## config.mk

```make
export PLATFORM = sky130hd
export DESIGN_NAME = move_cost_gen
export DESIGN_NICKNAME = d
export VERILOG_FILES = /design/src/rtl/move_cost_gen.sv
export SDC_FILE = /design/constraint.sdc
export NUM_CORES = 1
export LEC_CHECK = 0
export CAP_MARGIN = 20
export CORE_MARGIN = 5
export CORE_UTILIZATION = 40
export CTS_BUF_LIST = sky130_fd_sc_hd__clkbuf_4
export CTS_CLUSTER_SIZE = 14
export DETAILED_ROUTE_END_ITERATION = 12
export HOLD_SLACK_MARGIN = 0.03
export PLACE_DENSITY = 0.65
export SYNTH_ARGS = -nofsm -noshare
export SYNTH_HDL_FRONTEND = slang
export SYNTH_SLANG_ARGS = --single-unit
```

## constraint.sdc

```tcl
create_clock -name clk -period 5.5 [get_ports clk]
set_input_delay 1.375 -clock clk [delete_from_list [all_inputs] [get_ports clk]]
set_output_delay 1.375 -clock clk [all_outputs]
set_load 0.05 [all_outputs]
```

## src/rtl/move_cost_gen.sv

```systemverilog
// move_cost_gen: walks the 8 ball neighbours, looks up used edges and registers a distance-to-goal cost per direction
module move_cost_gen #(
  parameter int BOARD_W = 9,
  parameter int BOARD_H = 11,
  parameter int GOAL_X  = 4,
  parameter int GOAL_Y  = 0
) (
  input  logic       clk,
  input  logic       rst_n,
  input  logic       start,
  input  logic [3:0] pos_x,
  input  logic [3:0] pos_y,
  output logic       edge_rd_en,
  output logic [3:0] edge_rd_x,
  output logic [3:0] edge_rd_y,
  output logic [2:0] edge_rd_dir,
  input  logic       edge_used,
  output logic       busy,
  output logic       done,
  output logic       no_move,
  output logic [7:0] cost_0,
  output logic [7:0] cost_1,
  output logic [7:0] cost_2,
  output logic [7:0] cost_3,
  output logic [7:0] cost_4,
  output logic [7:0] cost_5,
  output logic [7:0] cost_6,
  output logic [7:0] cost_7
);
  localparam logic signed [5:0] BW = 6'(BOARD_W);
  localparam logic signed [5:0] BH = 6'(BOARD_H);
  localparam logic signed [5:0] GX = 6'(GOAL_X);
  localparam logic signed [5:0] GY = 6'(GOAL_Y);
  typedef enum logic [1:0] {IDLE, ISSUE, CHECK, DONE} state_t;
  state_t state;
  logic [3:0] px, py;
  logic [2:0] dir;
  logic [4:0] nb, nxt;
  logic [7:0][7:0] cost;
  logic [7:0] cur_cost;
  // returns {on_field, chebyshev distance to goal}
  function automatic logic [4:0] probe(input logic [3:0] x, input logic [3:0] y, input logic [2:0] d);
    logic signed [5:0] dx, dy, nx, ny, ex, ey;
    dx = (d >= 3'd1 && d <= 3'd3) ? 6'sd1 : (d >= 3'd5) ? -6'sd1 : 6'sd0;
    dy = (d == 3'd0 || d == 3'd1 || d == 3'd7) ? -6'sd1 : (d >= 3'd3 && d <= 3'd5) ? 6'sd1 : 6'sd0;
    nx = $signed({2'b00, x}) + dx;
    ny = $signed({2'b00, y}) + dy;
    ex = nx - GX;
    ey = ny - GY;
    ex = (ex < 6'sd0) ? -ex : ex;
    ey = (ey < 6'sd0) ? -ey : ey;
    probe = {nx >= 6'sd0 && nx < BW && ny >= 6'sd0 && ny < BH, 4'(ex > ey ? ex : ey)};
  endfunction
  always_comb begin
    nxt = (state == IDLE) ? probe(pos_x, pos_y, 3'd0) : probe(px, py, dir + 3'd1);
    cur_cost = (nb[4] && !edge_used) ? {4'h0, nb[3:0]} : 8'hFF;
  end
  assign edge_rd_x = px;
  assign edge_rd_y = py;
  assign edge_rd_dir = dir;
  assign {cost_7, cost_6, cost_5, cost_4, cost_3, cost_2, cost_1, cost_0} = cost;
  always_ff @(posedge clk or negedge rst_n) begin
    if (!rst_n) begin
      state <= IDLE;
      px <= '0;
      py <= '0;
      dir <= '0;
      nb <= '0;
      cost <= '1;
      busy <= 1'b0;
      done <= 1'b0;
      no_move <= 1'b1;
      edge_rd_en <= 1'b0;
    end else begin
      done <= 1'b0;
      edge_rd_en <= 1'b0;
      case (state)
        IDLE: if (start) begin
          state <= ISSUE;
          px <= pos_x;
          py <= pos_y;
          dir <= '0;
          nb <= nxt;
          edge_rd_en <= nxt[4];
          cost <= '1;
          busy <= 1'b1;
          no_move <= 1'b1;
        end
        ISSUE: state <= CHECK;
        CHECK: begin
          cost[dir] <= cur_cost;
          if (dir == 3'd7) begin
            state <= DONE;
            busy <= 1'b0;
            done <= 1'b1;
            no_move <= (&cost[6:0]) && cur_cost == 8'hFF;
          end else begin
            state <= ISSUE;
            dir <= dir + 3'd1;
            nb <= nxt;
            edge_rd_en <= nxt[4];
          end
        end
        default: state <= IDLE;
      endcase
    end
  end
endmodule
```

==> metrics, run 1 <==
Setup CP Type reg2reg; Main synth FF type dfstp_2; status complete, no violations; final WL 11400 um; clock sink count 62; critical path required time 5820 ps; CP Cell Sequence ha_1 > ha_1 > inv_1 > or3_1 > nand2_1 > ha_1 > nand2b_1 > o221a_1 > o31ai_4 > mux2i_1 > xnor2_1 > ha_1 > a21o_1 > a211oi_1 > a32oi_1 > a21oi_2 > nor3b_1 > mux2_4 > o31ai_2; DP Area 0.00520 mm2; clk buf depth 2; CTS clk-pin slew, worst paths 110 ps; initial antenna violation count 0; GP Congestion 0.851; first-pass GRT wire length 18800 um; Die W 114 um; number of post-CTS setup repair buffers 0; n_diodes 0; # port buffers 90; CP max stage cell dfrtp_2; commonest non-fill, non-tap cell in the layout clkdlybuf4s50_1; min Tclk post-route 5120 ps; initial core utilization 40.5%; Syn Inst Count 496; GRT Util Overall 17.9%; Top cell by count, worst path ha_1; H-tree depth 3; clk_skew 20.6 ps; CP Buf/Inv Count 1; Max-Cap Viols 0; vias per inst 5.36; setup_tns 0 ps; f_max 0.195 GHz; crit end category flip-flop; RSZ-0062 raised after global routing false; Async S/R FF share, synth 100%; critical path peak fanout 14; die footprint 0.0131 mm2; TritonRoute pass-1 iters 4; syn_area_per_cell 8.77 um2; sequential share of the synthesized area 36.8%; worst-margin pin slew 791 ps; hold buffers post-CTS 0; Finished Cell Area 0.00533 mm2; most frequent cells in the layout clkdlybuf4s50_1, nand2_1, nor2_1; Starting DRT DRC Count 230; hold crit path type reg2reg; number of enable flip-flop cells after synthesis 0; drc violations 0; post-route ant nets 0; root buffer cell clkbuf_4; via count 3781; total CTS buffers 9; Fin. Hold Viols 0; insertion delay to the later sink of the worst-skew pair 410 ps; Post-Synthesis Net Count 547; period utilization 93.2%; WL/cell 16.2 um; post-CTS sizing 0; slowest stage delay, CP 510 ps; HPWL Detailed 8930 um; final setup violation count 0; final net count 611; core footprint 0.0107 mm2; layout cell share with drive strength beyond 1 13.6%; synth unique cells 59; Mapped Area 0.00435 mm2; Slew HR 47.2%; number of global-route vias before repair 3659; CP Launch Type flip-flop; area grow syn2layout 22.5%; Synth Register Bits 62; CTS tree built; IO Pins 91; gr ovfl total 0; Worst EP arrival 5440 ps; pin count of the biggest net entering global routing 63; Largest delay share family, worst path compound AO/OA/AOI/OAI gates; r2r setup slk 380 ps; Die H 114 um; Final Slew Violations 0; Yosys Warn Count 0; num rows 38
## routing by layer
layer  up-vias  GRT usage, %  routed length, um
li1       1870             -                  -
met1      1782          24.0               5090
met2       110          28.7               5560
met3        19          3.12                565
met4         0          6.89                221
met5         -             0                  0
## synth_stat cells (5+ instances only)
cell | n | area [um2]
nand2_1 | 61 | 229
nor2_1 | 47 | 176
dfstp_2 | 41 | 1080
ha_1 | 38 | 475
o21ai_0 | 30 | 150
inv_1 | 29 | 109
a21oi_1 | 25 | 125
buf_4 | 24 | 180
o211ai_1 | 23 | 173
dfrtp_1 | 21 | 526
clkbuf_1 | 15 | 56.3
nand4_1 | 12 | 75.1
o22ai_1 | 10 | 62.6
xnor2_1 | 9 | 78.8
a31oi_1 | 8 | 50.1
nand2b_1 | 8 | 50.1
nor2b_1 | 7 | 43.8
nor3_1 | 7 | 35.0
xor2_1 | 7 | 61.3
a211oi_1 | 6 | 45.0
mux2i_1 | 5 | 50.1
nand3_1 | 5 | 25.0
## worst paths after layout
path / from / to / depth (start not counted)
setup / recovery: edge_rd_dir[0] / nb[2] / 19
hold / removal: busy / busy / 2
setup reg to reg: edge_rd_dir[0] / nb[2] / 19
hold reg to reg: busy / busy / 2
max in group asynchronous: rst_n / edge_rd_dir[0] / 2
min in group asynchronous: rst_n / edge_rd_dir[2] / 2
## area by class of cell
type | instances | area, um2
multi-input cells | 364 | 2400
well taps | 140 | 175
fillers | 1023 | 5410
flip-flops and latches | 62 | 1600
inverters | 29 | 109
clock inverters | 7 | 50.0
clock buffers | 9 | 67.6
repair buffers | 94 | 926
## flip-flops by register name (all words and copies together), names as in the netlist, 4 cells and up
name	flops
cost_4	5
cost_6	5
cost_3	5
edge_rd_x	4
cost_1	5
cost_0	5
edge_rd_y	4
cost_2	5
cost_5	5
nb	5
cost_7	5
## kinds of logic (layout without fill, tap and decap cells)
family,after synthesis,count (layout),share of synthesized area [%]
buffers and inverters,70,139,8.28
other,2,2,0.173
AO/OA/AOI/OAI,130,130,19.7
AND/OR/NAND/NOR,170,170,18.6
flip-flops,62,62,36.8
adder cells (fa/ha/maj),39,39,11.4
XOR/XNOR,16,16,3.22
multiplexers,7,7,1.75
## stage by stage
step | utilization [%] | hold slack [ps] | setup WS, ps | instances
detailed placement | 48.4 | 489 | 231 | 689
floorplan | - | 465 | 505 | 496
CTS | 49.5 | 510 | 219 | 705
finish | 49.6 | 503 | 376 | 705
global route | 49.6 | 544 | 50.5 | 705
global placement | 48.4 | 466 | 459 | 689
## worst register-to-register path, delay by kind of cell, from the launching register on
kind	cells	cell delay [ps]
and+or+nand+nor	4	770
DFF	1	510
adders and majority gates	4	1260
buffers and inverters	1	140
muxes	2	540
xor gates and xnor gates	1	170
AOI/OAI and AO/OA	7	1660
Power of run 1 is not shown: default switching activity piles up to over one toggle a cycle in this logic, so the estimate is an artifact.
==> run 2: changes to the inputs <==
Settings changed: HOLD_SLACK_MARGIN 0.03 to 0.15.
==> results of run 2 <==
Final layout, timing and power as in run 1 (identical DEF).
Power of run 2 is left out for the same reason.
==> run 3: changes to the inputs <==
Settings changed: GPL_TIMING_DRIVEN set to 0, SETUP_SLACK_MARGIN set to 0.05.
==> run 3 against run 2 <==
Compared with the run above:
- sequential cell count is the same
- first-iteration DRC count shrank 29%
- utilization grew 2.8 points
- global-route usage grew 0.33 points
- die area is the same
- hold slack lost 9.5 ps
- wire length grew 3.3%
- critical endpoint unchanged
- clock skew shrank 4.5 ps
- critical path depth grew 2
- non-clock buffer count grew 40
- highest routed layer unchanged
- via count grew 4.3%
- worst setup slack gained 40 ps
==> metrics, run 3 (synthesized netlist as in run 1, its figures left out) <==
utilization after layout 52.4% (+2.8 points); root buffer cell clkbuf_4; most frequent cells in the layout clkdlybuf4s50_1, nand2_1, nor2_1; insertion delay to the later sink of the worst-skew pair 410 ps (about the same); critical path required time 5810 ps (about the same); met2 Resource Use GR 28.8% (+0.12 points); setup_tns 0 ps (unchanged); crit end category flip-flop; Setup CP Type reg2reg; via count 3942 (+4.3%); clk buf depth 2 (unchanged); clk_skew 16.1 ps (-4.45 ps); pre-CTS setup slack 59.4 ps (-171 ps); Max-Cap Viols 0 (unchanged); first-pass GRT wire length 19200 um (+2.6%); vias per inst 5.29 (-1.3%); f_max 0.197 GHz (+0.79%); drc violations 0 (unchanged); CTS tree built; Final Slew Violations 0 (unchanged); post-route ant nets 0 (unchanged); TritonRoute pass-1 iters 5 (+1); initial core utilization 40.5% (unchanged); met3 Usage GRT 3.22% (+0.11 points); final net count 651 (+6.5%); Starting DRT DRC Count 163 (-29%); Die W 114 um (unchanged); Fin. Hold Viols 0 (unchanged); worst-margin pin slew 732 ps (-58.5 ps); Slew HR 51.2% (+4.0 points); commonest non-fill, non-tap cell in the layout clkdlybuf4s50_1; HPWL Detailed 9470 um (+6.1%); num rows 38 (unchanged); fin worst setup slack 416 ps (+40.2 ps); clock sink count 62 (unchanged); min Tclk post-route 5080 ps (-40.2 ps); area grow syn2layout 29.4%; pin count of the biggest net entering global routing 33 (-48%); hold crit path type reg2reg; Worst EP arrival 5390 ps (-50 ps); gr busiest metal met2; initial antenna violation count 0 (unchanged); number of global-route vias before repair 3773 (+3.1%); gr ovfl total 0 (unchanged); n_diodes 0 (unchanged); final WL 11800 um (+3.3%); status complete, no violations; RSZ-0062 raised after global routing false; critical path peak fanout 10 (-4); core footprint 0.0107 mm2 (unchanged); die footprint 0.0131 mm2 (unchanged); WL/cell 15.9 um (-2.2%); period utilization 92.4% (-0.73 points); total CTS buffers 9 (unchanged); # port buffers 90 (unchanged); GP Congestion 0.855 (+0.47%); GRT Util Overall 18.2% (+0.33 points); Die H 114 um (unchanged); CTS clk-pin slew, worst paths 100 ps (about the same); CP Launch Type flip-flop; met1 usage 25.5% (+1.4 points); H-tree depth 3 (unchanged); layout cell share with drive strength beyond 1 16.7% (+3.1 points); IO Pins 91 (unchanged); final setup violation count 0 (unchanged)
## run 3: routing by layer
| metal | up-vias | share of wire (%) |
|---|---|---|
| met2 | 102 | 46 |
| li1 | 1960 | - |
| met4 | 0 | 1.2 |
| met1 | 1869 | 48 |
| met5 | - | 0 |
| met3 | 11 | 5.0 |
## run 3: cell type report
type / count / area, um2
flip-flops and latches: 62 / 1600
fillers: 993 / 5110
repair buffers: 93 / 931
inverters: 29 / 109
clock inverters: 6 / 86.3
plain buffers: 41 / 253
multi-input cells: 364 / 2400
clock buffers: 10 / 75.1
well taps: 140 / 175
## run 3: critical path: stages, from the launching register on
cell	delay [ps]
dfrtp_1	500
ha_1	250
ha_1	360
inv_1	160
or3_1	460
nand2_1	90
ha_1	190
clkbuf_2	220
nor2_1	60
mux2i_1	230
xnor2_2	210
o21ai_0	150
mux2i_1	200
xnor2_1	220
ha_1	300
a21o_1	190
a211oi_1	220
a32oi_1	90
a21oi_2	280
nor3b_1	110
mux2_4	300
o31ai_2	200
## run 3: path summary, 6_finish.rpt
kind | from | to | slack (ps) | cells past startpoint
worst max-delay path | edge_rd_dir[1] | nb[2] | 420 | 21
min in group asynchronous | rst_n | busy | 1020 | 1
worst min register to register | busy | busy | 490 | 2
worst max register to register | edge_rd_dir[1] | nb[2] | 420 | 21
worst min-delay path | busy | busy | 490 | 2
max in group asynchronous | rst_n | cost_4[1] | 3790 | 2
## run 3: timing repair
item,in CTS,in global routing
pin swaps,0,1
buffers inserted,0,2
setup endpoints to repair,2,4
gates resized for setup,1,3
hold buffers,0,0
## run 3: stage by stage
step,area (um2),hold slack (ps),cells
detailed placement,5440,475,727
global route,5630,515,745
CTS,5610,499,743
finish,5630,494,745
floorplan,4350,465,496
global placement,5430,467,726
Power of run 3 is left out for the same reason.
